`config.mk`:
```
export PLATFORM = sky130hd
export DESIGN_NAME = ps2_key_decoder_flat
export DESIGN_NICKNAME = d
export VERILOG_FILES = /design/src/rtl/ps2_key_decoder_if.sv /design/src/rtl/ps2_key_decoder.sv /design/src/flat_wrapper.sv
export SDC_FILE = /design/constraint.sdc
export NUM_CORES = 1
export LEC_CHECK = 0
export CORE_ASPECT_RATIO = 1.1
export CORE_MARGIN = 4
export CORE_UTILIZATION = 35
export CTS_BUF_LIST = sky130_fd_sc_hd__clkbuf_8
export DETAILED_ROUTE_END_ITERATION = 8
export PLACE_DENSITY_LB_ADDON = 0.25
export RECOVER_POWER = 25
export SLEW_MARGIN = 20
export SYNTH_ARGS = -nofsm -noshare
export SYNTH_HDL_FRONTEND = slang
export SYNTH_SLANG_ARGS = --single-unit
```
`constraint.sdc`:
```
create_clock -name clk -period 1.9 [get_ports clk]
set_input_delay 0.285 -clock clk [delete_from_list [all_inputs] [get_ports clk]]
set_output_delay 0.285 -clock clk [all_outputs]
set_load 0.01 [all_outputs]
```
`src/rtl/ps2_key_decoder_if.sv`:
```
// Key-event bus between the PS/2 byte receiver and the game core.
// The receiver side offers raw scan-code bytes. The decoder side returns
// collapsed key events and the held-arrow direction.
interface ps2_key_decoder_if;
    logic       key_en;
    logic [7:0] key_data;
    logic       key_valid;
    logic [7:0] keycode;
    logic       key_make;
    logic       key_ext;
    logic [2:0] move;

    modport master (
        output key_en, key_data,
        input  key_valid, keycode, key_make, key_ext, move
    );

    modport slave (
        input  key_en, key_data,
        output key_valid, keycode, key_make, key_ext, move
    );
endinterface

```
`src/rtl/ps2_key_decoder.sv`:
```
// PS/2 set-2 scan-code collapser.
// Folds the E0, F0, E0 F0 and E1 (Pause) prefix sequences into single key
// events. It also tracks the held arrow keys and turns them into a move code.
module ps2_key_decoder #(
    parameter int TIMEOUT_CYCLES = 2500000,
    parameter bit ACCEPT_KEYPAD  = 1'b1
) (
    input  logic               clk,
    input  logic               resetn,
    ps2_key_decoder_if.slave   kif
);
    localparam int TW = $clog2(TIMEOUT_CYCLES + 1);

    typedef enum logic [2:0] {IDLE, ST_E0, ST_F0, ST_E0F0, SKIP} state_t;

    state_t        state_q, state_nxt;
    logic [2:0]    skip_q, skip_nxt;
    logic [TW-1:0] tcnt_q, tcnt_nxt;
    logic          emit, emit_make, emit_ext;

    logic          arr_hit, is_arrow;
    logic [1:0]    arr_idx;
    logic [3:0]    mask_q, mask_nxt;
    logic [2:0]    move_q, move_nxt;

    logic          valid_q, make_q, ext_q;
    logic [7:0]    code_q;

    // Fallback direction when the arrow on move is released: up > down > left > right.
    function automatic logic [2:0] prio(input logic [3:0] m);
        if (m[0])      prio = 3'd1;
        else if (m[1]) prio = 3'd2;
        else if (m[2]) prio = 3'd3;
        else if (m[3]) prio = 3'd4;
        else           prio = 3'd0;
    endfunction

    // Prefix FSM: next state, skip/timeout counters and event emission.
    always_comb begin
        state_nxt = state_q;
        skip_nxt  = skip_q;
        tcnt_nxt  = '0;
        emit      = 1'b0;
        emit_make = 1'b0;
        emit_ext  = 1'b0;
        if (kif.key_en) begin
            unique case (state_q)
                IDLE: begin
                    unique case (kif.key_data)
                        8'hE0: state_nxt = ST_E0;
                        8'hF0: state_nxt = ST_F0;
                        8'hE1: begin
                            state_nxt = SKIP;
                            skip_nxt  = 3'd7;
                        end
                        // controller responses, not keys
                        8'hAA, 8'hFA, 8'hEE, 8'hFC, 8'hFE, 8'h00, 8'hFF: ;
                        default: begin
                            emit      = 1'b1;
                            emit_make = 1'b1;
                        end
                    endcase
                end
                ST_E0: begin
                    unique case (kif.key_data)
                        8'hF0:        state_nxt = ST_E0F0;
                        8'h12, 8'h59: state_nxt = IDLE;  // fake shift
                        8'hE0:        state_nxt = ST_E0;
                        default: begin
                            emit      = 1'b1;
                            emit_make = 1'b1;
                            emit_ext  = 1'b1;
                            state_nxt = IDLE;
                        end
                    endcase
                end
                ST_F0: begin
                    emit      = 1'b1;
                    state_nxt = IDLE;
                end
                ST_E0F0: begin
                    state_nxt = IDLE;
                    if (kif.key_data != 8'h12 && kif.key_data != 8'h59) begin
                        emit     = 1'b1;
                        emit_ext = 1'b1;
                    end
                end
                SKIP: begin
                    skip_nxt = skip_q - 3'd1;
                    if (skip_q <= 3'd1) state_nxt = IDLE;
                end
                default: state_nxt = IDLE;
            endcase
        end else if (state_q != IDLE) begin
            // abandon a sequence whose completing byte never arrives
            if (tcnt_q == TW'(TIMEOUT_CYCLES - 1)) state_nxt = IDLE;
            else                                 tcnt_nxt  = tcnt_q + TW'(1);
        end
    end

    // Decode the byte as an arrow index (0 up, 1 down, 2 left, 3 right).
    always_comb begin
        arr_hit = 1'b1;
        arr_idx = 2'd0;
        unique case (kif.key_data)
            8'h75:   arr_idx = 2'd0;
            8'h72:   arr_idx = 2'd1;
            8'h6B:   arr_idx = 2'd2;
            8'h74:   arr_idx = 2'd3;
            default: arr_hit = 1'b0;
        endcase
    end

    assign is_arrow = emit && arr_hit && (emit_ext || ACCEPT_KEYPAD);

    // Held-arrow mask and move direction for the event being emitted.
    always_comb begin
        mask_nxt = mask_q;
        move_nxt = move_q;
        if (is_arrow) begin
            if (emit_make) begin
                mask_nxt[arr_idx] = 1'b1;
                move_nxt          = {1'b0, arr_idx} + 3'd1;
            end else if (mask_q[arr_idx]) begin
                mask_nxt[arr_idx] = 1'b0;
                if (move_q == {1'b0, arr_idx} + 3'd1) move_nxt = prio(mask_nxt);
            end
        end
    end

    // State, counters and registered outputs.
    always_ff @(posedge clk or negedge resetn) begin
        if (!resetn) begin
            state_q <= IDLE;
            skip_q  <= '0;
            tcnt_q  <= '0;
            mask_q  <= '0;
            move_q  <= '0;
            valid_q <= 1'b0;
            code_q  <= '0;
            make_q  <= 1'b0;
            ext_q   <= 1'b0;
        end else begin
            state_q <= state_nxt;
            skip_q  <= skip_nxt;
            tcnt_q  <= tcnt_nxt;
            mask_q  <= mask_nxt;
            move_q  <= move_nxt;
            valid_q <= emit;
            if (emit) begin
                code_q <= kif.key_data;
                make_q <= emit_make;
                ext_q  <= emit_ext;
            end
        end
    end

    assign kif.key_valid = valid_q;
    assign kif.keycode   = code_q;
    assign kif.key_make  = make_q;
    assign kif.key_ext   = ext_q;
    assign kif.move      = move_q;
endmodule

```
`src/flat_wrapper.sv`:
```
// flat-port wrapper written by rule: the top's interface ports become plain ports
module ps2_key_decoder_flat 
#(
    parameter int TIMEOUT_CYCLES = 2500000,
    parameter bit ACCEPT_KEYPAD  = 1'b1
)
  (clk, resetn, kif_key_en, kif_key_data, kif_key_valid, kif_keycode, kif_key_make, kif_key_ext, kif_move);
  ps2_key_decoder_if kif_i ();
  input  logic clk;
  input  logic resetn;
  input wire logic [$bits(kif_i.key_en)-1:0] kif_key_en;
  input wire logic [$bits(kif_i.key_data)-1:0] kif_key_data;
  output wire logic [$bits(kif_i.key_valid)-1:0] kif_key_valid;
  output wire logic [$bits(kif_i.keycode)-1:0] kif_keycode;
  output wire logic [$bits(kif_i.key_make)-1:0] kif_key_make;
  output wire logic [$bits(kif_i.key_ext)-1:0] kif_key_ext;
  output wire logic [$bits(kif_i.move)-1:0] kif_move;
  assign kif_i.key_en = kif_key_en;
  assign kif_i.key_data = kif_key_data;
  assign kif_key_valid = kif_i.key_valid;
  assign kif_keycode = kif_i.keycode;
  assign kif_key_make = kif_i.key_make;
  assign kif_key_ext = kif_i.key_ext;
  assign kif_move = kif_i.move;
  ps2_key_decoder #(.TIMEOUT_CYCLES(TIMEOUT_CYCLES), .ACCEPT_KEYPAD(ACCEPT_KEYPAD)) u_core (.clk(clk), .resetn(resetn), .kif(kif_i));
endmodule
```
==> results.py <==
metrics = {
    "global_routing": {
        "antenna_found_initial": 0,
        "use_met3": 0.0291,
        "met2_usage": 0.268,
        "grt_pass1_wl_um": 11900,
        "use_met1": 0.210,
        "gr-total-overflow": 0,
        "first_global_vias": 2509,
        "grt_max_degree": 47,
        "busiest_layer": "met2",
        "grt_usage": 0.159,
    },
    "timing": {
        "clock_skew_ns": 0.0154,
        "min_period_ns": 1.98,
        "final.setup.tns_ns": -0.506,
        "hold_viol_final": 0,
        "setup_ws_ns": -0.0825,
        "fmax_mhz": 504,
        "slew_headroom": 0.230,
        "slew_violations": 0,
        "tightest_slew_ns": 1.16,
        "finalSetupViolCount": 7,
        "hold_ws_ns": 0.319,
        "rsz0062_at_grt": "true",
        "period_share": 1.04,
    },
    "yosys": {
        "syn-cell-area_um2": 2740,
        "yosysWarnings": 0,
        "synthFlopType": "dfrtp_1",
        "syn_avg_cell_area_um2": 9.59,
        "synth_compound_area_frac": 0.152,
        "synth_xor_area_frac": 0.0671,
        "syn_inst": 286,
        "ys_ff_latch": 46,
        "yosysSeqAreaShare": 0.420,
        "synth_edf_count": 0,
        "yosys.area_share.adder": 0.0356,
        "synthSimpleGateAreaFrac": 0.241,
        "synth_cell_types": 66,
        "synth_top_family_by_area": "simple AND/OR/NAND/NOR gates",
        "async_flop_share": 1.00,
        "synthMuxAreaShare": 0.0392,
        "synth_fp_nets": 304,
    },
    "layout": {
        "design_area_um2": 4020,
        "filler_cell_count": 682,
        "multi_input_area_um2": 1660,
        "post-route-util": 0.533,
        "drive_gt1_frac": 0.374,
        "final_nets": 410,
        "num_antenna_cells": 0,
        "area_delta_synth_final_pct": 46.7,
        "seq_area_um2": 1150,
    },
    "worst_setup_path": {
        "crit_path_top_delay_cell": "or4b_4",
        "cpPeakStageDelay_ns": 0.50,
        "crit_path_end_kind": "register",
        "worstPathArrival_ns": 2.17,
        "start_kind": "primary input",
        "critPathKind": "primary input to register",
        "crit_chain": "buf_8 > nand4b_1 > or4b_4 > o211ai_1 > a21oi_2 > o31ai_4 > buf_6 > buf_12 > mux2_4",
        "crit_buf_inv": 3,
        "cp_top_family": "simple AND/OR/NAND/NOR gates",
        "worstPathRequired_ns": 2.09,
        "crit_fanout": 6,
    },
    "die": {
        "core_area_um2": 7560,
        "die-area_um2": 9320,
        "die_y_um": 101,
        "pin_count": 25,
        "rows": 33,
        "die_w_um": 92.4,
        "initial_core_util": 0.363,
    },
    "drt": {
        "ant_nets": 0,
        "viasPerCell": 4.92,
        "first_iter_violations": 121,
        "drc": 0,
        "via_count": 2452,
        "drt-total-wl_um": 6950,
        "wl_per_cell_um": 14.0,
        "first_pass_iters": 4,
    },
    "clock_network": {
        "cts_tree": "yes",
        "clockBufferDepth": 2,
        "clock-sinks": 46,
        "cts_buffers": 5,
        "clockRootBuffer": "clkbuf_8",
        "insertion_delay_ns": 0.31,
        "ctsHtreeMaxLevel": 2,
        "clkTransAtPathRegs_ns": 0.08,
    },
    "power": {
        "leakagePower_nw": 1.80,
        "power_per_cell_area_nw_per_um2": 817,
        "p_total_mw": 3.29,
        "peakVddDrop_v": 0.000389,
    },
    "placed_design": {
        "gp_congestion": 0.852,
        "port_buffers": 24,
        "placed_cell_area_um2": 3600,
        "hpwl_um": 4780,
    },
    "run_status": {
        "violations": "setup timing",
        "status": "finished, violations left",
    },
    "flow_run": {
        "drv_cap": 0,
    },
    "min_path": {
        "hold_class": "primary input to register",
    },
}
## power by group
| group | switching (mW) | leakage, nW | internal, mW |
|---|---|---|---|
| Clock | 0.355 | 0.0585 | 0.395 |
| Sequential | 0.113 | 0.597 | 1.14 |
| Combinational | 0.547 | 1.14 | 0.740 |
| Total | 1.02 | 1.80 | 2.27 |
## tightest hold or removal path, cell delays in order
cell and delay [ns]:
buf_6 0.08, buf_4 0.09, mux2_4 0.12
## cell usage after synthesis, types with 3 or more instances
cell,number,area (µm²)
dfrtp_1,46,1150
nand2_1,28,105
nor2_1,28,105
xor2_1,16,140
inv_1,13,48.8
a21oi_1,12,60.1
nand3_1,12,60.1
o21ai_0,11,55.1
ha_1,7,87.6
a22o_1,6,52.6
nor3_1,6,30.0
or3_1,6,37.5
mux2_4,5,75.1
xnor2_1,5,43.8
and3_1,4,25.0
buf_6,4,45.0
nand2b_1,4,25.0
nand4_1,4,25.0
nor2b_1,4,25.0
nor4b_1,4,35.0
and4b_1,3,30.0
nor4_1,3,18.8
or4b_1,3,30.0
## what timing repair did
action / CTS / global route
endpoints found under the setup margin: 24 / 38
setup buffers: 12 / 5
gates cloned: 1 / 0
hold buffers: 1 / 0
endpoints found under the hold margin: 46 / 0
gates resized for setup: 60 / 28
pin swaps: 17 / 13
## cells in the final DEF, fill, tap and decap left out, drive strengths merged, types with 3 or more instances in the layout
cell	Yosys	layout
dfrtp	46	46
ha	7	7
nor3	6	6
or3	6	6
nand2b	5	5
nand4	4	4
o21ai	13	13
nor4b	4	4
mux2	7	7
buf	7	91
nor2	29	29
and3	5	5
nor4	3	3
nor2b	4	4
xnor2	5	5
xor2	16	16
and4b	3	3
o31ai	3	3
or4b	3	3
inv	14	15
clkbuf	2	6
a21oi	13	13
nand3	12	12
clkdlybuf4s50	0	15
a22o	6	6
nand2	28	28
## routing by layer
metal	part of all wire	vias up
met5	0	-
met4	0.0095	0
met3	0.029	7
met2	0.51	31
met1	0.46	1178
li1	-	1236
## registers in the layout (all words and copies together), names as in the netlist, named ones only
name                  count
u_core.kif.keycode        8
u_core.kif.key_ext        1
u_core.kif.key_make       1
u_core.kif.move           3
u_core.skip_q             3
u_core.kif.key_valid      1
u_core.tcnt_q            22
u_core.state_q            3
## layout make-up
cell class                 instances  area share
clock buffer                       5      0.0171
clock inverter                     3      0.0109
inverter                          14      0.0131
multi-input combinational        217       0.414
sequential                        46       0.286
tap                              105      0.0326
timing repair buffer             108       0.226
## stage by stage
stage          setup WS [ns]  instances
3_3_place_gp          -0.725        474
2_1_floorplan         -0.330        286
3_5_place_dp          -0.801        474
4_1_cts              -0.0395        496
6_report             -0.0825        498
5_1_grt               -0.133        498
## cells by family (layout without fill, tap and decap cells)
family | Yosys count | after routing
AO/OA/AOI/OAI | 58 | 58
XOR/XNOR | 21 | 21
adder cells (fa/ha/maj) | 8 | 8
buffers and inverters | 23 | 130
flip-flops | 46 | 46
multiplexers | 8 | 8
AND/OR/NAND/NOR | 122 | 122
## final timing paths
kind,start,endpoint,slack (ns),cells after the start
min,kif_key_data[3],u_core.kif.keycode[3]$_DFFE_PN0P_,0.32,3
min in group asynchronous,resetn,u_core.kif.keycode[0]$_DFFE_PN0P_,0.84,3
min reg2reg,u_core.tcnt_q[0]$_DFF_PN0_,u_core.tcnt_q[0]$_DFF_PN0_,0.45,1
max,kif_key_data[1],u_core.kif.keycode[3]$_DFFE_PN0P_,-0.08,9
max in group asynchronous,resetn,u_core.tcnt_q[13]$_DFF_PN0_,0.30,3
max reg2reg,u_core.state_q[0]$_DFFE_PN0P_,u_core.kif.move[1]$_DFFE_PN0P_,0.04,9
(Power assumes the default switching activity.)
